### src/rtl/led_pattern_gen.sv
`default_nettype none
// ============================================================================
// Module   : led_pattern_gen
// Purpose  : Multi-channel LED pattern generator (off / blink / chase / breathe)
// Revision : 1.0 - initial release
// ============================================================================
module led_pattern_gen #(
  parameter int                     NUM_LEDS   = 7,
  parameter int                     PRESCALE   = 12000,
  parameter int                     STEP_TICKS = 250,
  parameter int                     PWM_BITS   = 8,
  parameter logic [NUM_LEDS-1:0]    LED_INV    = 7'b0000011
) (
  input  logic                clk,
  input  logic                rst_n,
  input  logic [1:0]          mode,
  output logic [NUM_LEDS-1:0] led,
  output logic                tick
);

  localparam int c_pre_w  = $clog2(PRESCALE);
  localparam int c_step_w = (STEP_TICKS > 1) ? $clog2(STEP_TICKS) : 1;
  localparam int c_pos_w  = $clog2(NUM_LEDS);

  localparam logic [c_pre_w-1:0]  c_pre_last  = c_pre_w'(PRESCALE - 1);
  localparam logic [c_pre_w-1:0]  c_pre_one   = c_pre_w'(1);
  localparam logic [c_step_w-1:0] c_step_last = c_step_w'(STEP_TICKS - 1);
  localparam logic [c_step_w-1:0] c_step_one  = c_step_w'(1);
  localparam logic [c_pos_w-1:0]  c_pos_last  = c_pos_w'(NUM_LEDS - 1);
  localparam logic [c_pos_w-1:0]  c_pos_one   = c_pos_w'(1);
  localparam logic [PWM_BITS-1:0] c_duty_one  = PWM_BITS'(1);
  localparam logic [PWM_BITS-1:0] c_duty_top1 = {{(PWM_BITS-1){1'b1}}, 1'b0};
  localparam logic [NUM_LEDS-1:0] c_led_one   = NUM_LEDS'(1);

  localparam logic [1:0] c_mode_off     = 2'd0;
  localparam logic [1:0] c_mode_blink   = 2'd1;
  localparam logic [1:0] c_mode_chase   = 2'd2;
  localparam logic [1:0] c_mode_breathe = 2'd3;

  logic [c_pre_w-1:0]  r_pre_cnt;
  logic [c_step_w-1:0] r_step_cnt, w_step_nxt;
  logic [PWM_BITS-1:0] r_pwm_cnt;
  logic [1:0]          r_mode_q;
  logic                r_blink_st, w_blink_nxt;
  logic [c_pos_w-1:0]  r_pos, w_pos_nxt;
  logic [PWM_BITS-1:0] r_duty, w_duty_nxt;
  logic                r_dir_down, w_dir_nxt;
  logic                w_tick, w_step_evt, w_mode_chg;
  logic [NUM_LEDS-1:0] w_raw;

  assign w_tick     = (r_pre_cnt == c_pre_last);
  assign w_step_evt = w_tick && (r_step_cnt == c_step_last);
  assign w_mode_chg = (mode != r_mode_q);
  assign tick       = w_tick;

  // State register: free-running counters are never disturbed by mode changes
  always_ff @(posedge clk) begin
    if (!rst_n) begin
      r_pre_cnt  <= '0;
      r_pwm_cnt  <= '0;
      r_mode_q   <= c_mode_off;
      r_step_cnt <= '0;
      r_blink_st <= 1'b0;
      r_pos      <= '0;
      r_duty     <= '0;
      r_dir_down <= 1'b0;
      led        <= LED_INV;
    end else begin
      r_pre_cnt  <= w_tick ? '0 : r_pre_cnt + c_pre_one;
      r_pwm_cnt  <= r_pwm_cnt + c_duty_one;
      r_mode_q   <= mode;
      r_step_cnt <= w_step_nxt;
      r_blink_st <= w_blink_nxt;
      r_pos      <= w_pos_nxt;
      r_duty     <= w_duty_nxt;
      r_dir_down <= w_dir_nxt;
      led        <= w_raw ^ LED_INV;
    end
  end

  // Next pattern state; a mode change clears state even on a tick/step cycle
  always_comb begin
    w_step_nxt  = r_step_cnt;
    w_blink_nxt = r_blink_st;
    w_pos_nxt   = r_pos;
    w_duty_nxt  = r_duty;
    w_dir_nxt   = r_dir_down;
    if (w_mode_chg) begin
      w_step_nxt  = '0;
      w_blink_nxt = 1'b0;
      w_pos_nxt   = '0;
      w_duty_nxt  = '0;
      w_dir_nxt   = 1'b0;
    end else if (w_tick) begin
      if (w_step_evt) begin
        w_step_nxt  = '0;
        w_blink_nxt = ~r_blink_st;
        w_pos_nxt   = (r_pos == c_pos_last) ? '0 : r_pos + c_pos_one;
      end else begin
        w_step_nxt  = r_step_cnt + c_step_one;
      end
      // Triangle walk: direction flips on arrival so each extreme lasts one tick
      if (!r_dir_down) begin
        w_duty_nxt = r_duty + c_duty_one;
        if (r_duty == c_duty_top1) w_dir_nxt = 1'b1;
      end else begin
        w_duty_nxt = r_duty - c_duty_one;
        if (r_duty == c_duty_one) w_dir_nxt = 1'b0;
      end
    end
  end

  always_comb begin
    w_raw = '0;
    case (r_mode_q)
      c_mode_off:     w_raw = '0;
      c_mode_blink:   w_raw = {NUM_LEDS{r_blink_st}};
      c_mode_chase:   w_raw = c_led_one << r_pos;
      c_mode_breathe: w_raw = {NUM_LEDS{r_pwm_cnt < r_duty}};
      default:        w_raw = '0;
    endcase
  end

endmodule
`default_nettype wire

### config.mk
export PLATFORM = sky130hd
export DESIGN_NAME = led_pattern_gen
export DESIGN_NICKNAME = d
export VERILOG_FILES = /design/src/rtl/led_pattern_gen.sv
export SDC_FILE = /design/constraint.sdc
export NUM_CORES = 1
export LEC_CHECK = 0
export CORE_UTILIZATION = 50
export CTS_CLUSTER_DIAMETER = 200
export DETAILED_ROUTE_END_ITERATION = 10
export GPL_TIMING_DRIVEN = 0
export PLACE_DENSITY = 0.68
export SYNTH_ARGS = -nofsm -noshare
export SYNTH_HDL_FRONTEND = slang
export SYNTH_SLANG_ARGS = --single-unit
### constraint.sdc
create_clock -name clk -period 3.35 [get_ports clk]
set_clock_uncertainty 0.2 [all_clocks]
set_input_delay 0.5025 -clock clk [delete_from_list [all_inputs] [get_ports clk]]
set_output_delay 0.5025 -clock clk [all_outputs]
set_load 0.02 [all_outputs]
# Word level (Yosys, flattened, before mapping)
# Cells that the tools add are included.
dict set report word_totals {
  elab_cells 41
  output_inout_bits 8
  ff_bits 52
  in_bits 4
}
dict set report op_classes {
  eq_ne 9
  bitwise 3
  reduce_logical 5
  n_addsub 6
  mux 7
  n_shift 1
  n_lt_le_gt_ge 1
}
# op count
set ops {}
lappend ops {{7-bit one-hot mux with 4 select lines} 1}
lappend ops {{8-bit by 1-bit adder with 8-bit output, second input constant} 3}
lappend ops {{8-bit equality test, second input constant} 2}
lappend ops {{8-bit two-way mux} 2}
lappend ops {{14-bit by 1-bit adder with 14-bit output, second input constant} 1}
lappend ops {{14-bit equality test, second input constant} 1}
lappend ops {{8-bit by 1-bit equality test with 1-bit output, second input constant} 1}
lappend ops {{8-bit < comparator} 1}
lappend ops {{8-bit by 1-bit subtractor with 8-bit output, second input constant} 1}
lappend ops {{1-bit by 3-bit left shift with 7-bit output, first input constant} 1}
lappend ops {{2-bit equality test, second input constant} 2}
lappend ops {{2-bit OR reduction} 2}
lappend ops {{3-bit by 1-bit adder with 3-bit output, second input constant} 1}
lappend ops {{3-bit equality test, second input constant} 1}
lappend ops {{1-bit two-way mux} 3}
lappend ops {{3-bit two-way mux} 1}
lappend ops {{2-bit by 1-bit equality test with 1-bit output, second input constant} 1}
lappend ops {{2-bit logical NOT} 1}
lappend ops {{2-bit inequality test} 1}
lappend ops {{1-bit NOT} 2}
lappend ops {{2-bit NOT} 1}
lappend ops {{2-bit AND reduction} 1}
lappend ops {{1-bit logical AND} 1}

# Logic depth before layout (Yosys ltp)
dict set report depth {
  ltp_word 3
  mapped_depth 8
  mapped_depth_nobuf 7
}

# Worst setup path before layout
# OpenSTA, ideal clock, no wires.
dict set report synth_path {
  path_type {reg2out}
  start {register r_pre_cnt[12]}
  end {output port tick}
  slack_ns 1.023
  t_required_ns 2.647
  stages_incl_launch_ff 3
  arrival_ns 1.624
  n_path_buf 0
  path_cell_list {dfxtp_1 > or4b_4 > nor4_1}
}
dict set report synth_via {
  elab_chain_len 1
}
# item line
set synth_rtl {}
lappend synth_rtl {{from (decl)} 40} ;# logic [c_pre_w-1:0] r_pre_cnt;
lappend synth_rtl {{from (signal assigned)} 69} ;# r_pre_cnt <= w_tick ? '0 : r_pre_cnt + c_pre_one;
lappend synth_rtl {{14-bit equality test} 51} ;# assign w_tick = (r_pre_cnt == c_pre_last);
lappend synth_rtl {{to (decl)} 18} ;# output logic tick
# Every way passes these cells.

# Worst setup path after layout
# Ends and elaborated chain as after synthesis.

==> summary.md <==
| Metric | Value |
|---|---|
| DRC errors left | 0 |
| Setup ws final | 331 ps |
| Worst EP arrival | about 2300 ps |
| Antenna violations before repair | 0 |
| Mapped cell area | 2520 um^2 |
| Gate power share | roughly 4.2% |
| Syn-to-layout area delta | 10.8% |
| Reg clk slew, reported paths | 90 ps |
| Vias per std cell | around 5.1 |
| Fin Setup TNS | 0 ps |
| Post-CTS setup buffers | 0 |
| EDFF count, synth | 0 |
| Detailed-route wire length per cell | between 10 and 15 um |
| I/O pins | 12 |
| Setup Viol. Count Final | 0 |
| Clk pwr share | between 30% and 40% |
| Mapped Cells | 290 |
| Clock Sinks | 52 |
| Die Y | ~73 um |
| Dpl ws | around 670 ps |
| Cts bufs inserted | 5 |
| MaxCap Viol Count | 0 |
| Post-DP HPWL | 3190 um |
| Sequential power share | 62.9% |
| CTS tree | built |
| Die Wd | between 70 and 80 um |
| Final min period | roughly 3000 ps |
| Starting Density | a little over half |
| Wirelength, routed | approximately 4400 um |
| Clock Latency Late Sink | roughly 300 ps |
| Fin crit share | between 90 and 100% |
| Fin. max-slew vios | 0 |
| Avg Cell Area, Syn | a little under 9 um^2 |
| RSZ-0062 raised after global routing | false |
| Fin. Hold Viols | 0 |
| Status | finished clean |
| N_diodes | 0 |
| Worst IR Drop VDD | around 0.00015 V |
| Site Rows | 25 |
| Grt ovf | 0 |
| IO buf count | 11 |
| Worst setup EP type | output pin |
| Routability congestion estimate | 0.778 |
| Startpoint Class | register |
| Measured slew at the worst slew-check pin | between 500 and 600 ps |
| Ys Warns | 0 |
| Depth of the CTS H-tree | 2 |
| Synth top area share | around two fifths |
| CP Data Required Time | around 2700 ps |
| Post-DRT Antenna Nets | 0 |
| Count of cell types in the netlist | 39 |
| Post-CTS Hold Fix Bufs | 0 |
| Largest net degree at the start of global routing | 15 |
| Vias in the first global route | 1,802 |
| Slowest CP cell | clkdlybuf4s50_1 |
| LEAKAGE | between 0.9 and 1 nW |
| Switching Share | a little over a fifth |
| Die area | 5340 um^2 |
| Seq cells post-synth | 52 |
| Gr usage total | a little under a fifth |
| Rel. slew slack | ~66% |
| Sequential fraction of the synthesis area | about two fifths |
| Fmax | about 330 MHz |
| Crit-path max FO | 3 |
| Hold Path Class | reg -> reg |
| Placeable Area | between 4000 and 5000 um^2 |
| 1st-iter DRT viols | 40 |
| Crit Path Class | reg -> out |
| Share of cells above drive strength 1 | 5.52% |
| PwrDens | about 360 nW/um^2 |
| DRT Pass-1 Iters | 5 |
| Synth area leaders | dfxtp_1, ha_1, xnor2_1, nor2_1, xor2_1 |
| # resized after CTS | 0 |
| CTS root buf | clkbuf_8 |
| Nets | between 300 and 400 |
| Slowest stage delay, CP | 690 ps |
| Bufs on Longest Clock Path | 2 |
| Int Power | 0.786 mW |
| Vias | between 1.5k and 2k |
| First-pass GRT wire length | between 7000 and 8000 um |
| Area leader, netlist | dfxtp_1 |
| Post-Synthesis Net Count | 310 |
| Ys flop type | dfxtp_1 |
| Switch Pwr | ~0.22 mW |
| CP cell instances | or4b_4, nor4_1, clkdlybuf4s50_1 |
| Ys async rst share | 0% |
## critical path, delay by kind of cell (launching register included)
family / cells / cell delay (ps)
simple gates: 2 / 980
buf+inv: 1 / 690
flops: 1 / 340
## flip-flops by register name, indices dropped and copies added, names as in the netlist
signal / cells
led: 7
r_blink_st: 1
r_dir_down: 1
r_duty: 8
r_mode_q: 2
r_pos: 3
r_pre_cnt: 14
r_pwm_cnt: 8
r_step_cnt: 8
## stage by stage
stage | hold slack, ps | cells | total power [mW] | instance area (um^2) | utilization [%]
CTS | 267 | 375 | 1.02 | 2800 | 58.4
detailed placement | 249 | 368 | 0.691 | 2720 | 56.8
global placement | 244 | 368 | 0.690 | 2720 | 56.8
finish | 268 | 375 | 1.01 | 2800 | 58.4
floorplan | 225 | 290 | 0.675 | 2520 | -
global route | 296 | 375 | 1.06 | 2800 | 58.4
## power groups by stage
stage / clock network [mW] / logic [mW] / registers (mW)
after CTS: 0.343 / 0.0431 / 0.634
after global placement: 0 / 0.0416 / 0.648
final: 0.331 / 0.0423 / 0.634
after floorplan: 0 / 0.0279 / 0.647
after detailed placement: 0 / 0.0428 / 0.648
after global routing: 0.374 / 0.0478 / 0.635
## per-layer routing
layer,share of wire [%],wire length (um),global-route usage (%)
met2,44,1930,29.1
met1,51,2220,24.3
met4,2.0,89,7.41
met5,0,0,0
met3,2.9,126,4.70
## cells in the mapped netlist, drive strengths merged, types with 6 or more instances
library cell,n
a21oi,13
and2,10
dfxtp,52
ha,16
inv,15
nand2,21
nand2b,6
nand3,18
nand4,9
nor2,43
nor3,6
o21ai,6
xnor2,19
xor2,16
## cell usage in the layout, fill, tap and decap left out, types with 6 or more instances in the layout
cell,instances
clkdlybuf4s50_1,11
nand2_1,21
ha_1,16
xnor2_1,19
nand3_1,18
nor2_1,43
xor2_1,16
inv_1,15
nand4_1,9
a21oi_1,13
dfxtp_1,52
and2_1,10
nor3_1,6
nand2b_1,6
## worst paths after layout
path                                    start      endpoint  slack, ps  cells after the start
worst max-delay path            r_pre_cnt[12]          tick        330                      3
worst min-delay path             r_pre_cnt[0]  r_pre_cnt[0]        270                      1
worst max register to register  r_pre_cnt[12]    r_dir_down       1110                      6
worst min register to register   r_pre_cnt[0]  r_pre_cnt[0]        270                      1
## layout make-up
class                   count  area (um^2)
plain buffers               8         43.8
repair buffers             11          110
inverters                  15         56.3
fillers                   436         1990
multi-input cells         215         1380
clock buffers               6         72.6
clock inverters             1         5.00
flip-flops and latches     52         1040
well taps                  67         83.8
## kinds of logic after synthesis
| logic type | after synthesis | synth area share, % |
|---|---|---|
| and+or+nand+nor | 133 | 27.3 |
| DFF | 52 | 41.2 |
| xor gates and xnor gates | 35 | 12.1 |
| AOI/OAI and AO/OA | 30 | 6.99 |
| buffers and inverters | 23 | 3.97 |
| adders and majority gates | 16 | 7.93 |
| muxes | 1 | 0.446 |
Note: power is estimated with default switching activity, not from simulation.
